`src/rtl/carrier_mixer_pkg.sv`:
```
// Shared acquisition constants: sin/cos word layout, IQ packing and output
// saturation limits used by the carrier wipeoff mixer.
package carrier_mixer_pkg;
    localparam int COS_LSB = 0;
    localparam int SIN_LSB = 8;
    localparam int SC_W    = 8;

    localparam int SAT_MAX = 32767;
    localparam int SAT_MIN = -32768;

    localparam int I_LSB   = 0;
    localparam int Q_LSB   = 16;
endpackage

```
`src/rtl/carrier_mixer_sync_fifo.sv`:
```
// First-word-fall-through synchronous FIFO; a push into a full FIFO is
// accepted only when a pop frees a slot in the same cycle.
module sync_fifo #(
    parameter int WIDTH = 16,
    parameter int DEPTH = 16
) (
    input  logic                     clk,
    input  logic                     rst_n,
    input  logic                     push,
    input  logic                     pop,
    input  logic                     clear,
    input  logic [WIDTH-1:0]         wdata,
    output logic [WIDTH-1:0]         rdata,
    output logic                     full,
    output logic                     empty,
    output logic [$clog2(DEPTH):0]   level
);
    localparam int AW = $clog2(DEPTH);

    logic [WIDTH-1:0] r_mem [DEPTH];
    logic [AW-1:0]    r_wptr, r_rptr;
    logic [AW:0]      r_cnt;
    logic             w_push, w_pop;

    assign full   = (r_cnt == (AW+1)'(DEPTH));
    assign empty  = (r_cnt == '0);
    assign level  = r_cnt;
    assign rdata  = r_mem[r_rptr];
    assign w_pop  = pop && !empty;
    assign w_push = push && (!full || w_pop);

    always_ff @(posedge clk or negedge rst_n) begin
        if (!rst_n) begin
            r_wptr <= '0;
            r_rptr <= '0;
            r_cnt  <= '0;
        end else if (clear) begin
            r_wptr <= '0;
            r_rptr <= '0;
            r_cnt  <= '0;
        end else begin
            if (w_push) r_wptr <= r_wptr + AW'(1);
            if (w_pop)  r_rptr <= r_rptr + AW'(1);
            case ({w_push, w_pop})
                2'b10:   r_cnt <= r_cnt + (AW+1)'(1);
                2'b01:   r_cnt <= r_cnt - (AW+1)'(1);
                default: r_cnt <= r_cnt;
            endcase
        end
    end

    always_ff @(posedge clk) begin
        if (w_push && !clear) r_mem[r_wptr] <= wdata;
    end
endmodule

```
`src/rtl/carrier_mixer.sv`:
```
// Rotates baseband IQ samples by the buffered CORDIC sin/cos stream
// (multiply by e^-jθ) and frames the products per bin with tlast.
module carrier_mixer
    import carrier_mixer_pkg::*;
#(
    parameter int SAMPLE_WIDTH  = 16,
    parameter int SINCOS_WIDTH  = 16,
    parameter int FIFO_DEPTH    = 16,
    parameter int SHIFT         = 6,
    parameter int BIN_LEN_WIDTH = 16
) (
    input  logic                          axis_aclk,
    input  logic                          axis_aresetn,
    input  logic                          clear,
    input  logic [BIN_LEN_WIDTH-1:0]      bin_len,
    input  logic [SINCOS_WIDTH-1:0]       sincos_data,
    input  logic                          sincos_valid,
    input  logic [2*SAMPLE_WIDTH-1:0]     s_axis_tdata,
    input  logic                          s_axis_tvalid,
    output logic                          s_axis_tready,
    output logic [2*SAMPLE_WIDTH-1:0]     m_axis_tdata,
    output logic                          m_axis_tvalid,
    input  logic                          m_axis_tready,
    output logic                          m_axis_tlast,
    output logic                          overflow,
    output logic [$clog2(FIFO_DEPTH):0]   fifo_level
);
    localparam int STAGES = 3;
    localparam int PROD_W = SAMPLE_WIDTH + 8;
    localparam int SUM_W  = SAMPLE_WIDTH + 9;
    localparam logic signed [SUM_W-1:0] SAT_HI = SUM_W'(SAT_MAX);
    localparam logic signed [SUM_W-1:0] SAT_LO = SUM_W'(SAT_MIN);

    logic                           w_adv, w_acc, w_full, w_empty, w_drop, w_last;
    logic [SINCOS_WIDTH-1:0]        w_sc;
    logic signed [SC_W-1:0]         w_cos, w_sin;
    logic signed [SAMPLE_WIDTH-1:0] w_i, w_q;
    logic [BIN_LEN_WIDTH-1:0]       r_cnt, r_len, w_len;
    logic [STAGES:1]                r_vld_pipe;
    logic signed [PROD_W-1:0]       r_p_ic, r_p_qs, r_p_qc, r_p_is;
    logic signed [SUM_W-1:0]        r_s_i, r_s_q;
    logic                           r_last1, r_last2;

    function automatic logic [SAMPLE_WIDTH-1:0] sat(input logic signed [SUM_W-1:0] v);
        logic signed [SUM_W-1:0] s;
        s = v >>> SHIFT;
        if (s > SAT_HI)      return SAT_HI[SAMPLE_WIDTH-1:0];
        else if (s < SAT_LO) return SAT_LO[SAMPLE_WIDTH-1:0];
        else                 return s[SAMPLE_WIDTH-1:0];
    endfunction

    assign w_adv         = !m_axis_tvalid || m_axis_tready;
    assign s_axis_tready = w_adv && !w_empty && !clear;
    assign w_acc         = s_axis_tvalid && s_axis_tready;
    assign w_drop        = sincos_valid && w_full && !w_acc && !clear;
    assign m_axis_tvalid = r_vld_pipe[STAGES];

    sync_fifo #(.WIDTH(SINCOS_WIDTH), .DEPTH(FIFO_DEPTH)) u_sc_fifo (
        .clk   (axis_aclk),
        .rst_n (axis_aresetn),
        .push  (sincos_valid && !clear),
        .pop   (w_acc),
        .clear (clear),
        .wdata (sincos_data),
        .rdata (w_sc),
        .full  (w_full),
        .empty (w_empty),
        .level (fifo_level)
    );

    assign w_cos = w_sc[COS_LSB +: SC_W];
    assign w_sin = w_sc[SIN_LSB +: SC_W];
    assign w_i   = s_axis_tdata[I_LSB +: SAMPLE_WIDTH];
    assign w_q   = s_axis_tdata[Q_LSB +: SAMPLE_WIDTH];

    // bin length is latched at the first sample of each bin; 0 means 1
    assign w_len  = (r_cnt == '0) ? ((bin_len == '0) ? BIN_LEN_WIDTH'(1) : bin_len) : r_len;
    assign w_last = (r_cnt == w_len - BIN_LEN_WIDTH'(1));

    always_ff @(posedge axis_aclk or negedge axis_aresetn) begin
        if (!axis_aresetn) begin
            r_cnt    <= '0;
            r_len    <= '0;
            overflow <= 1'b0;
        end else if (clear) begin
            r_cnt    <= '0;
            overflow <= 1'b0;
        end else begin
            if (w_drop) overflow <= 1'b1;
            if (w_acc) begin
                r_cnt <= w_last ? '0 : r_cnt + BIN_LEN_WIDTH'(1);
                if (r_cnt == '0) r_len <= w_len;
            end
        end
    end

    always_ff @(posedge axis_aclk or negedge axis_aresetn) begin
        if (!axis_aresetn)  r_vld_pipe <= '0;
        else if (clear)     r_vld_pipe <= '0;
        else if (w_adv)     r_vld_pipe <= {r_vld_pipe[STAGES-1:1], w_acc};
    end

    always_ff @(posedge axis_aclk or negedge axis_aresetn) begin
        if (!axis_aresetn) begin
            r_p_ic       <= '0;
            r_p_qs       <= '0;
            r_p_qc       <= '0;
            r_p_is       <= '0;
            r_s_i        <= '0;
            r_s_q        <= '0;
            r_last1      <= 1'b0;
            r_last2      <= 1'b0;
            m_axis_tdata <= '0;
            m_axis_tlast <= 1'b0;
        end else if (w_adv) begin
            r_p_ic       <= PROD_W'(w_i) * PROD_W'(w_cos);
            r_p_qs       <= PROD_W'(w_q) * PROD_W'(w_sin);
            r_p_qc       <= PROD_W'(w_q) * PROD_W'(w_cos);
            r_p_is       <= PROD_W'(w_i) * PROD_W'(w_sin);
            r_last1      <= w_last;
            r_s_i        <= SUM_W'(r_p_ic) + SUM_W'(r_p_qs);
            r_s_q        <= SUM_W'(r_p_qc) - SUM_W'(r_p_is);
            r_last2      <= r_last1;
            m_axis_tdata <= {sat(r_s_q), sat(r_s_i)};
            m_axis_tlast <= r_last2;
        end
    end
endmodule

```
`config.mk`:
```
export PLATFORM = sky130hd
export DESIGN_NAME = carrier_mixer
export DESIGN_NICKNAME = d
export VERILOG_FILES = /design/src/rtl/carrier_mixer_pkg.sv /design/src/rtl/carrier_mixer_sync_fifo.sv /design/src/rtl/carrier_mixer.sv
export SDC_FILE = /design/constraint.sdc
export NUM_CORES = 2
export LEC_CHECK = 0
export ABC_AREA = 1
export BUFFER_PORTS_ARGS = -buffer_cell sky130_fd_sc_hd__clkbuf_2
export CAP_MARGIN = 0
export CORE_MARGIN = 3
export CORE_UTILIZATION = 50
export DETAILED_ROUTE_END_ITERATION = 7
export GPL_TIMING_DRIVEN = 0
export PLACE_DENSITY = 0.66
export SLEW_MARGIN = 20
export SYNTH_ARGS = -nofsm -noshare
export SYNTH_HDL_FRONTEND = slang
export SYNTH_HIERARCHICAL = 1
export SYNTH_SLANG_ARGS = --single-unit
```
`constraint.sdc`:
```
create_clock -name axis_aclk -period 8.4 [get_ports axis_aclk]
set_input_delay 1.26 -clock axis_aclk [delete_from_list [all_inputs] [get_ports axis_aclk]]
set_output_delay 1.26 -clock axis_aclk [all_outputs]
set_load 0.005 [all_outputs]
```
==> impl_metrics.yaml <==
cells_and_area:
  final_cell_mix: "1084 x nand2_1, 1051 x inv_1, 413 x fa_1"
  nNetsFinal: 5816
  mostFrequentLayoutCell: "nand2_1"
  drive_above_1_share_pct: 6.25
  stdcell_count: 6194
  area_growth_pct: 9.45
  fin_util_pct: 55.6
grt:
  grt_pass1_wl_mm: 192
  grt_overflow: 0
  antenna_found_initial: 4
  grt_pass1_vias: 32700
  gr-usage-all-layers_pct: 29.3
  grt_max_degree: 93
yosys:
  syn_inst: 4935
  yosysSeqAreaShare_pct: 31.9
  syn_nets: 5655
  synth_cell_types: 48
  avgSynthCellArea_sq_um: 8.35
  synth_edf_count: 256
  synthArstFlopShare_pct: 46.0
  ys_seq_elements: 474
  ys.flop_type: "edfxtp_1"
  synth_area_sq_um: 41200
  ys_warn_count: 6
die:
  rows: 104
  core-area_sq_um: 81100
  start_util_pct: 50.8
  die_width_um: 293
  dieArea_sq_um: 85900
  ios: 111
  fp.dieH_um: 293
clocking:
  cts_tree: "done"
  numCtsBuffers: 53
  cts_sinks: 474
  clock_latency_ps: 630
  htree_num_levels: 2
  clk_pin_slew_worst_paths_ps: 60
  cts_hold_buf: 0
  cts_root_buf: "clkbuf_16"
  clock_path_buffers: 3
timing:
  hold_viol: 0
  rsz0062_at_grt: "no"
  timing.slew.headroom_pct: 21.6
  setup_viol: 0
  worst_slew_pin_slew_ps: 1180
  period_minus_slack_ps: 7930
  fin_skew_ps: 29.1
  max_freq_ghz: 0.126
  period_share_pct: 94.4
  fin_tns_setup_ps: 0
  slew_viol_final: 0
power_and_ir_drop:
  cellLeakagePower_uw: 0.0228
  max-vdd-ir-drop_mv: 0.219
  powerDensity_nw_per_um2: 316
worst_setup_path:
  r2r_end: "r_p_is[21]"
  critPathKind: "register to register"
  critPathCaptureType: "register"
  worstRegToRegCells: 26
  path_max_fanout: 10
  setup.worst_path.start_class: "register"
  r2r_slack_ps: 470
  arrival_ps: 8400
  cp_data_required_time_ps: 8870
  r2r-start: "u_sc_fifo/r_rptr[0]"
placement:
  port-buffer-count: 88
  gp_congestion: 1.07
  post-place-cells: 6101
  place_hpwl_mm: 97.0
min_path:
  hold_class: "register to register"
  min_from: "r_s_q[9]"
  min_to: "r_s_q[9]"
  whs_path_depth: 2
drt:
  ant_nets: 0
  routed_via_density: 5.37
  vias: 33200
  first_iter_violations: 2769
  drc: 0
  dr.pass1.iters: 5
  wirelength_mm: 124
  wl_per_cell_um: 20.0
run_status:
  status: "completed"
flow_run:
  maxCapViolations: 0
[report_power, final]
part	internal [uW]	switching, uW	leakage (uW)
sequential	2980	282	0.00495
clock	1400	994	0.000860
combinational	3000	5610	0.0170
[cells by family after synthesis]
| kind of cell | after synthesis | synth area share [%] |
|---|---|---|
| AO/OA/AOI/OAI | 663 | 9.10 |
| XOR/XNOR | 101 | 2.15 |
| adder cells (fa/ha/maj) | 650 | 27.3 |
| buffers and inverters | 1258 | 11.7 |
| flip-flops | 474 | 31.9 |
| multiplexers | 5 | 0.137 |
| AND/OR/NAND/NOR | 1784 | 17.7 |
[per-layer routing]
metal  routed length, um  part of all wire, %  global-route usage, %  up-vias
met5                 140                 0.11                  0.942        -
met4                4130                  3.3                   8.86        6
met3               13100                   11                   7.71      192
met2               54000                   44                   44.5     1375
met1               52500                   42                   41.3    16100
li1                    -                    -                      -    15600
[timing repair]
item | in CTS | in global routing
resized for setup | 0 | 5
buffers inserted | 0 | 0
endpoints found under the setup margin | 0 | 3
[flip-flops by register name (all words and copies together) (netlist names)]
register,flops
m_axis_tdata,32
m_axis_tlast,1
overflow,1
r_cnt,16
r_last1,1
r_last2,1
r_len,16
r_p_ic,24
r_p_is,24
r_p_qc,24
r_p_qs,24
r_s_i,19
r_s_q,19
r_vld_pipe,3
u_sc_fifo/level,5
u_sc_fifo/r_mem,256
u_sc_fifo/r_rptr,4
u_sc_fifo/r_wptr,4
[synthesized netlist by cell type, types with 10 or more instances]
library cell,number,area [sq um]
dfrtp_1,218,5460
nand4_1,21,131
nand3_1,175,876
nor2_1,403,1510
clkbuf_1,155,582
o31ai_1,13,97.6
ha_1,237,2970
buf_2,15,75.1
o211ai_1,67,503
buf_6,11,124
o21bai_1,18,135
o21ai_1,33,165
edfxtp_1,256,7690
o21ai_0,320,1600
a31oi_1,20,125
buf_1,17,63.8
or2_2,33,206
o21bai_2,10,113
xor2_1,42,368
nor3_1,25,125
xnor2_1,59,517
inv_1,1051,3950
fa_1,413,8270
a21oi_1,151,756
nand2_1,1084,4070
[how the worst max path moves through the flow]
stage                         from          to  slack [ps]  cells past startpoint
6_report       u_sc_fifo/r_rptr[0]  r_p_is[21]         470                     26
5_1_grt        u_sc_fifo/r_rptr[0]  r_p_is[21]         150                     26
4_1_cts        u_sc_fifo/r_rptr[1]  r_p_ic[21]         500                     31
3_5_place_dp   u_sc_fifo/r_rptr[1]  r_p_ic[21]         480                     31
3_3_place_gp   u_sc_fifo/r_rptr[0]  r_p_is[21]         510                     26
2_1_floorplan     s_axis_tdata[23]  r_p_qc[21]        2870                     24
[through the flow]
| stage | worst slack, ps | hold slack (ps) | power [uW] | area, sq um |
|---|---|---|---|---|
| floorplan | 2870 | 449 | 8910 | 41200 |
| global placement | 513 | 463 | 11600 | 43000 |
| detailed placement | 483 | 466 | 11700 | 43300 |
| CTS | 496 | 481 | 14100 | 45100 |
| global route | 150 | 500 | 15500 | 45100 |
| finish | 470 | 476 | 14300 | 45100 |
[worst max-delay path, cell delays in order, from the launching register on]
cell      delay, ps
dfrtp_1         500
buf_2           260
clkbuf_1        330
o21ai_0         470
o211ai_1        150
nand3_1         150
nand2_1         440
inv_1           210
clkbuf_1        600
clkbuf_2        480
nor2_1          100
fa_1            530
fa_1            430
fa_1            490
inv_1            50
fa_1            470
inv_1            40
ha_1            400
a21oi_1         340
o21ai_0         170
a21oi_1         180
nand2_1         130
a21oi_1         240
o21ai_0         130
or2_2           330
nand3_1          70
o21ai_0          90
[area by class of cell]
type	count	area [sq um]
antenna	2	5.00
buffer	202	877
clock buffer	66	1440
clock inverter	25	363
fill	7520	36000
inverter	1056	3960
multi-input combinational	3203	23200
sequential	474	13100
tap	1060	1330
timing repair buffer	106	722
Power figures use the tool's default switching activity.
